<file path="src/rtl/uart_tx_cfg.sv">
// Configurable UART transmitter with a one-word holding buffer.
// It generates its own baud timing and has a registered, idle-high serial output.
module uart_tx_cfg #(
   parameter int unsigned CLOCK_FREQ = 50_000_000,
   parameter int unsigned BAUDRATE   = 115200,
   parameter int unsigned DATA_BITS  = 8,
   parameter int unsigned PARITY     = 0,
   parameter int unsigned STOP_BITS  = 1
) (
   input  logic                 clock,
   input  logic                 reset,
   input  logic                 valid_tx_in,
   output logic                 ready_tx_out,
   input  logic [DATA_BITS-1:0] data_tx_in,
   output logic                 sdata_tx_out,
   output logic                 busy_tx_out,
   output logic                 done_tx_out
);

   localparam int unsigned DIV      = (CLOCK_FREQ + BAUDRATE / 2) / BAUDRATE;
   localparam int unsigned STOP_LEN = STOP_BITS * DIV;
   localparam int unsigned CW       = (STOP_LEN > 1) ? $clog2(STOP_LEN) : 1;
   localparam int unsigned BW       = $clog2(DATA_BITS);

   localparam logic [CW-1:0] BIT_LAST  = CW'(DIV - 1);
   localparam logic [CW-1:0] STOP_LAST = CW'(STOP_LEN - 1);
   localparam logic [BW-1:0] DATA_LAST = BW'(DATA_BITS - 1);

   if (DATA_BITS < 5 || DATA_BITS > 9) begin : g_chk_data
      $error("uart_tx_cfg: DATA_BITS must be 5..9");
   end
   if (PARITY > 2) begin : g_chk_parity
      $error("uart_tx_cfg: PARITY must be 0, 1 or 2");
   end
   if (STOP_BITS < 1 || STOP_BITS > 2) begin : g_chk_stop
      $error("uart_tx_cfg: STOP_BITS must be 1..2");
   end
   if (DIV < 2) begin : g_chk_div
      $error("uart_tx_cfg: clocks per bit must be at least 2");
   end

   typedef enum logic [2:0] {
      S_IDLE,
      S_START,
      S_DATA,
      S_PARITY,
      S_STOP
   } state_t;

   state_t               state_q, state_d;
   logic [CW-1:0]        cnt_q, cnt_d;
   logic [BW-1:0]        bit_q, bit_d;
   logic [DATA_BITS-1:0] shift_q, shift_d;
   logic [DATA_BITS-1:0] buf_q, buf_d;
   logic                 buf_full_q, buf_full_d;
   logic                 par_q, par_d;
   logic                 line_q, line_d;
   logic                 done_q, done_d;
   logic                 accept;
   logic                 stop_end;

   function automatic logic parity_of(input logic [DATA_BITS-1:0] w);
      return (PARITY == 1) ? ~^w : ^w;
   endfunction

   assign ready_tx_out = !reset && !buf_full_q;
   assign accept       = valid_tx_in && ready_tx_out;
   assign stop_end     = (state_q == S_STOP) && (cnt_q == STOP_LAST);
   assign sdata_tx_out = line_q;
   assign busy_tx_out  = (state_q != S_IDLE);
   assign done_tx_out  = done_q;

   always_comb begin
      state_d    = state_q;
      cnt_d      = cnt_q;
      bit_d      = bit_q;
      shift_d    = shift_q;
      buf_d      = buf_q;
      buf_full_d = buf_full_q;
      par_d      = par_q;
      done_d     = 1'b0;
      line_d     = 1'b1;

      case (state_q)
         S_IDLE: begin
            if (accept) begin
               state_d = S_START;
               cnt_d   = '0;
               shift_d = data_tx_in;
               par_d   = parity_of(data_tx_in);
            end
         end
         S_START: begin
            if (cnt_q == BIT_LAST) begin
               cnt_d   = '0;
               bit_d   = '0;
               state_d = S_DATA;
            end else begin
               cnt_d = cnt_q + 1'b1;
            end
         end
         S_DATA: begin
            if (cnt_q == BIT_LAST) begin
               cnt_d = '0;
               if (bit_q == DATA_LAST) begin
                  state_d = (PARITY != 0) ? S_PARITY : S_STOP;
               end else begin
                  bit_d   = bit_q + 1'b1;
                  shift_d = shift_q >> 1;
               end
            end else begin
               cnt_d = cnt_q + 1'b1;
            end
         end
         S_PARITY: begin
            if (cnt_q == BIT_LAST) begin
               cnt_d   = '0;
               state_d = S_STOP;
            end else begin
               cnt_d = cnt_q + 1'b1;
            end
         end
         S_STOP: begin
            if (stop_end) begin
               cnt_d  = '0;
               done_d = 1'b1;
               // Buffered word wins; ready is low then, so no accept can collide.
               if (buf_full_q) begin
                  shift_d    = buf_q;
                  par_d      = parity_of(buf_q);
                  buf_full_d = 1'b0;
                  state_d    = S_START;
               end else if (accept) begin
                  shift_d = data_tx_in;
                  par_d   = parity_of(data_tx_in);
                  state_d = S_START;
               end else begin
                  state_d = S_IDLE;
               end
            end else begin
               cnt_d = cnt_q + 1'b1;
            end
         end
         default: state_d = S_IDLE;
      endcase

      if (accept && state_q != S_IDLE && !stop_end) begin
         buf_d      = data_tx_in;
         buf_full_d = 1'b1;
      end

      case (state_d)
         S_START:  line_d = 1'b0;
         S_DATA:   line_d = shift_d[0];
         S_PARITY: line_d = par_d;
         default:  line_d = 1'b1;
      endcase
   end

   always_ff @(posedge clock) begin
      if (reset) begin
         state_q    <= S_IDLE;
         cnt_q      <= '0;
         bit_q      <= '0;
         shift_q    <= '0;
         buf_q      <= '0;
         buf_full_q <= 1'b0;
         par_q      <= 1'b0;
         line_q     <= 1'b1;
         done_q     <= 1'b0;
      end else begin
         state_q    <= state_d;
         cnt_q      <= cnt_d;
         bit_q      <= bit_d;
         shift_q    <= shift_d;
         buf_q      <= buf_d;
         buf_full_q <= buf_full_d;
         par_q      <= par_d;
         line_q     <= line_d;
         done_q     <= done_d;
      end
   end

endmodule
</file>
<file path="config.mk">
export PLATFORM = sky130hd
export DESIGN_NAME = uart_tx_cfg
export DESIGN_NICKNAME = d
export VERILOG_FILES = /design/src/rtl/uart_tx_cfg.sv
export SDC_FILE = /design/constraint.sdc
export NUM_CORES = 1
export LEC_CHECK = 0
export BUFFER_PORTS_ARGS = -buffer_cell sky130_fd_sc_hd__buf_4
export CELL_PAD_IN_SITES_DETAIL_PLACEMENT = 1
export CELL_PAD_IN_SITES_GLOBAL_PLACEMENT = 2
export CORE_MARGIN = 5
export CORE_UTILIZATION = 39
export DETAILED_ROUTE_END_ITERATION = 8
export GPL_TIMING_DRIVEN = 0
export HOLD_SLACK_MARGIN = 0.1
export PLACE_DENSITY_LB_ADDON = 0.1
export REMOVE_ABC_BUFFERS = 1
export SLEW_MARGIN = 20
export SYNTH_ARGS = -nofsm -noshare
export SYNTH_HDL_FRONTEND = slang
export SYNTH_SLANG_ARGS = --single-unit
</file>
<file path="constraint.sdc">
create_clock -name clock -period 4.8 [get_ports clock]
set_input_delay 0.72 -clock clock [delete_from_list [all_inputs] [get_ports clock]]
set_output_delay 0.72 -clock clock [all_outputs]
set_load 0.02 [all_outputs]
</file>
==> results.json <==
{
  "async_flop_share_pct": 0,
  "irDropWorstVdd_mv": 0.118,
  "setup_tns_ps": 0,
  "cp_num_buf_inv": 0,
  "seq_area_sq_um": 701,
  "fmax_mhz": 420,
  "cts_sinks": 35,
  "cts_root_buffer": "clkbuf_8",
  "wl_um": 5550,
  "wl_per_cell_um": 17.7,
  "die_height_um": 82.1,
  "min_period_over_period_pct": 49.6,
  "post-place-ws_ps": 2230,
  "diodes": 0,
  "numPortBuffers": 14,
  "ys.flop_type": "dfxtp_1",
  "final_area_sq_um": 2280,
  "place_congestion": 0.770,
  "drv_cap": 0,
  "worst_path_max_delay_cell": "or4b_1",
  "clk_pin_slew_ps": 70,
  "htreeDepth": 2,
  "yosysSeqAreaShare_pct": 34.6,
  "worst_setup_path_end_kind": "flip-flop",
  "num_io_pins": 15,
  "slew_viol_final": 0,
  "rows": 26,
  "ys_ff_latch": 35,
  "max_stage_delay_ps": 770,
  "clockBufferDepth": 2,
  "finalHoldViolations": 0,
  "syn_area_sq_um": 2030,
  "cp_top_family": "simple AND/OR/NAND/NOR gates",
  "grt_max_degree": 38,
  "dr.pass1.iters": 5,
  "worst-endpoint-arrival_ps": 2570,
  "min_period_ps": 2380,
  "start_util_pct": 39.9,
  "fp.dieW_um": 82.1,
  "dr_total_vias": 1770,
  "report.power.total_mw": 0.646,
  "nNetsFinal": 257,
  "slew-limit-headroom_pct": 35.1,
  "worstPathRequired_ps": 5000,
  "critPathMaxFanout": 8,
  "drive_gt1_share_pct": 18.9,
  "crit_path_start_kind": "flip-flop",
  "skew_ps": 2.58,
  "post_cts_resized": 0,
  "hold_slack_ps": 460,
  "die_area_sq_um": 6740,
  "power.density_nw_per_um2": 283,
  "ys_types": 54,
  "outcome": "finished clean",
  "fin_cells": 313,
  "grt_usage_pct": 17.7,
  "finalSetupViolations": 0,
  "dr.first_iter.drc_count": 93,
  "clock_latency_ps": 290,
  "cts-hold-fix-buffers": 0,
  "syn_inst": 232,
  "grt_pass1_wl_um": 9110,
  "rsz0062_at_grt": "false",
  "place_hpwl_um": 3900,
  "p_leak_nw": 0.795,
  "antenna_found_initial": 0,
  "grt_pass1_vias": 1827,
  "ys_warn_count": 0,
  "synth_edf_count": 0,
  "multi_input_area_sq_um": 1270,
  "areaGrowthSynthToFinish_pct": 12.7,
  "worst_pin_slew_ps": 966,
  "placed_area_sq_um": 2180,
  "dp_cells": 305,
  "fin_util_pct": 45.0,
  "worstSetupPathType": "flip-flop to flip-flop",
  "crit_chain": "or4b_1 > nor3_4 > a32oi_1 > and4_4 > o311ai_2",
  "fin_ws_ps": 2420,
  "post_cts_buffers": 0,
  "ant_nets": 0,
  "drc": 0,
  "grt-ovfl-total": 0,
  "core_area_sq_um": 5070,
  "vias_per_cell": 5.65,
  "worstHoldPathType": "flip-flop to flip-flop",
  "fillerInstances": 623,
  "cts_tree": "built",
  "cts_buffers": 5,
  "avgSynthCellArea_sq_um": 8.73,
  "reg2reg_slack_ps": 2420
}
==> report_power, final <==
group	total, mW	internal, mW	switching, mW
registers	0.311	0.300	0.0108
logic	0.0962	0.0446	0.0516
clock network	0.239	0.131	0.108
total	0.646	0.476	0.170
==> metal layers <==
layer	part of all wire, %	GRT usage (%)	routed length [um]	up-vias
li1	-	-	-	881
met1	49	24.8	2730	857
met4	0.67	4.82	37	0
met3	3.7	3.07	208	4
met5	0	0	0	-
met2	46	27.9	2580	28
==> registers in the layout (all words and copies together) (netlist names) <==
name,count
bit_q,3
buf_full_q,1
buf_q,8
cnt_q,9
done_tx_out,1
par_q,1
sdata_tx_out,1
shift_q,8
state_q,3
==> cell usage after synthesis, drive strengths merged (2+ instances only) <==
cell type / count / area (sq um)
nand3: 3 / 15.0
clkbuf: 9 / 33.8
o31ai: 2 / 28.8
buf: 3 / 17.5
or3: 4 / 25.0
nor3: 7 / 51.3
xor2: 2 / 17.5
a222oi: 6 / 60.1
mux2: 8 / 90.1
a22oi: 3 / 22.5
nor2: 27 / 101
and3: 5 / 31.3
nor3b: 2 / 15.0
o21ai: 19 / 95.1
o311ai: 2 / 25.0
and4: 2 / 20.0
o22ai: 2 / 12.5
nand2: 11 / 43.8
a31oi: 2 / 12.5
inv: 3 / 11.3
nor2b: 4 / 25.0
or3b: 5 / 43.8
xnor2: 12 / 105
dfxtp: 35 / 701
a21oi: 22 / 114
ha: 4 / 50.1
mux2i: 10 / 100
==> worst min-delay path, delay by kind of cell (launching register included) <==
family | cells | cell delay [ps]
compound gates | 1 | 50
flops | 1 | 320
simple gates | 1 | 50
==> cells by family (layout without fill, tap and decap cells) <==
family / count (synthesis) / after routing / synth area share (%)
adders and majority gates: 4 / 4 / 2.47
xor gates and xnor gates: 14 / 14 / 6.05
AOI/OAI and AO/OA: 67 / 67 / 22.2
muxes: 18 / 18 / 9.39
DFF: 35 / 35 / 34.6
buffers and inverters: 15 / 26 / 3.09
and+or+nand+nor: 79 / 79 / 22.2
==> layout by cell type, fill, tap and decap left out, drive strengths merged, types with 2 or more instances in the layout <==
cell type  Yosys  layout
nor3b          2       2
a22oi          3       3
xor2           2       2
nor3           7       7
inv            3       3
buf            3      15
a31oi          2       2
dfxtp         35      35
a222oi         6       6
o22ai          2       2
xnor2         12      12
o311ai         2       2
nand3          3       3
o31ai          2       2
nor2b          4       4
and3           5       5
o21ai         19      19
or3b           5       5
mux2           8       8
a21oi         22      22
and4           2       2
nand2         11      11
ha             4       4
nor2          27      27
clkbuf         9       8
mux2i         10      10
or3            4       4
==> layout make-up <==
class,count,share of cell area [%]
clock buffers,8,4.38
inverters,3,0.493
multi-input cells,182,55.5
flip-flops and latches,35,30.7
well taps,70,3.84
repair buffers,15,5.10
==> final timing paths <==
path,from,end,depth (start not counted)
max,cnt_q[3],sdata_tx_out,5
min,bit_q[2],bit_q[2],2
max reg2reg,cnt_q[3],sdata_tx_out,5
min reg2reg,bit_q[2],bit_q[2],2
No activity file was read; power rests on OpenSTA's default activity.
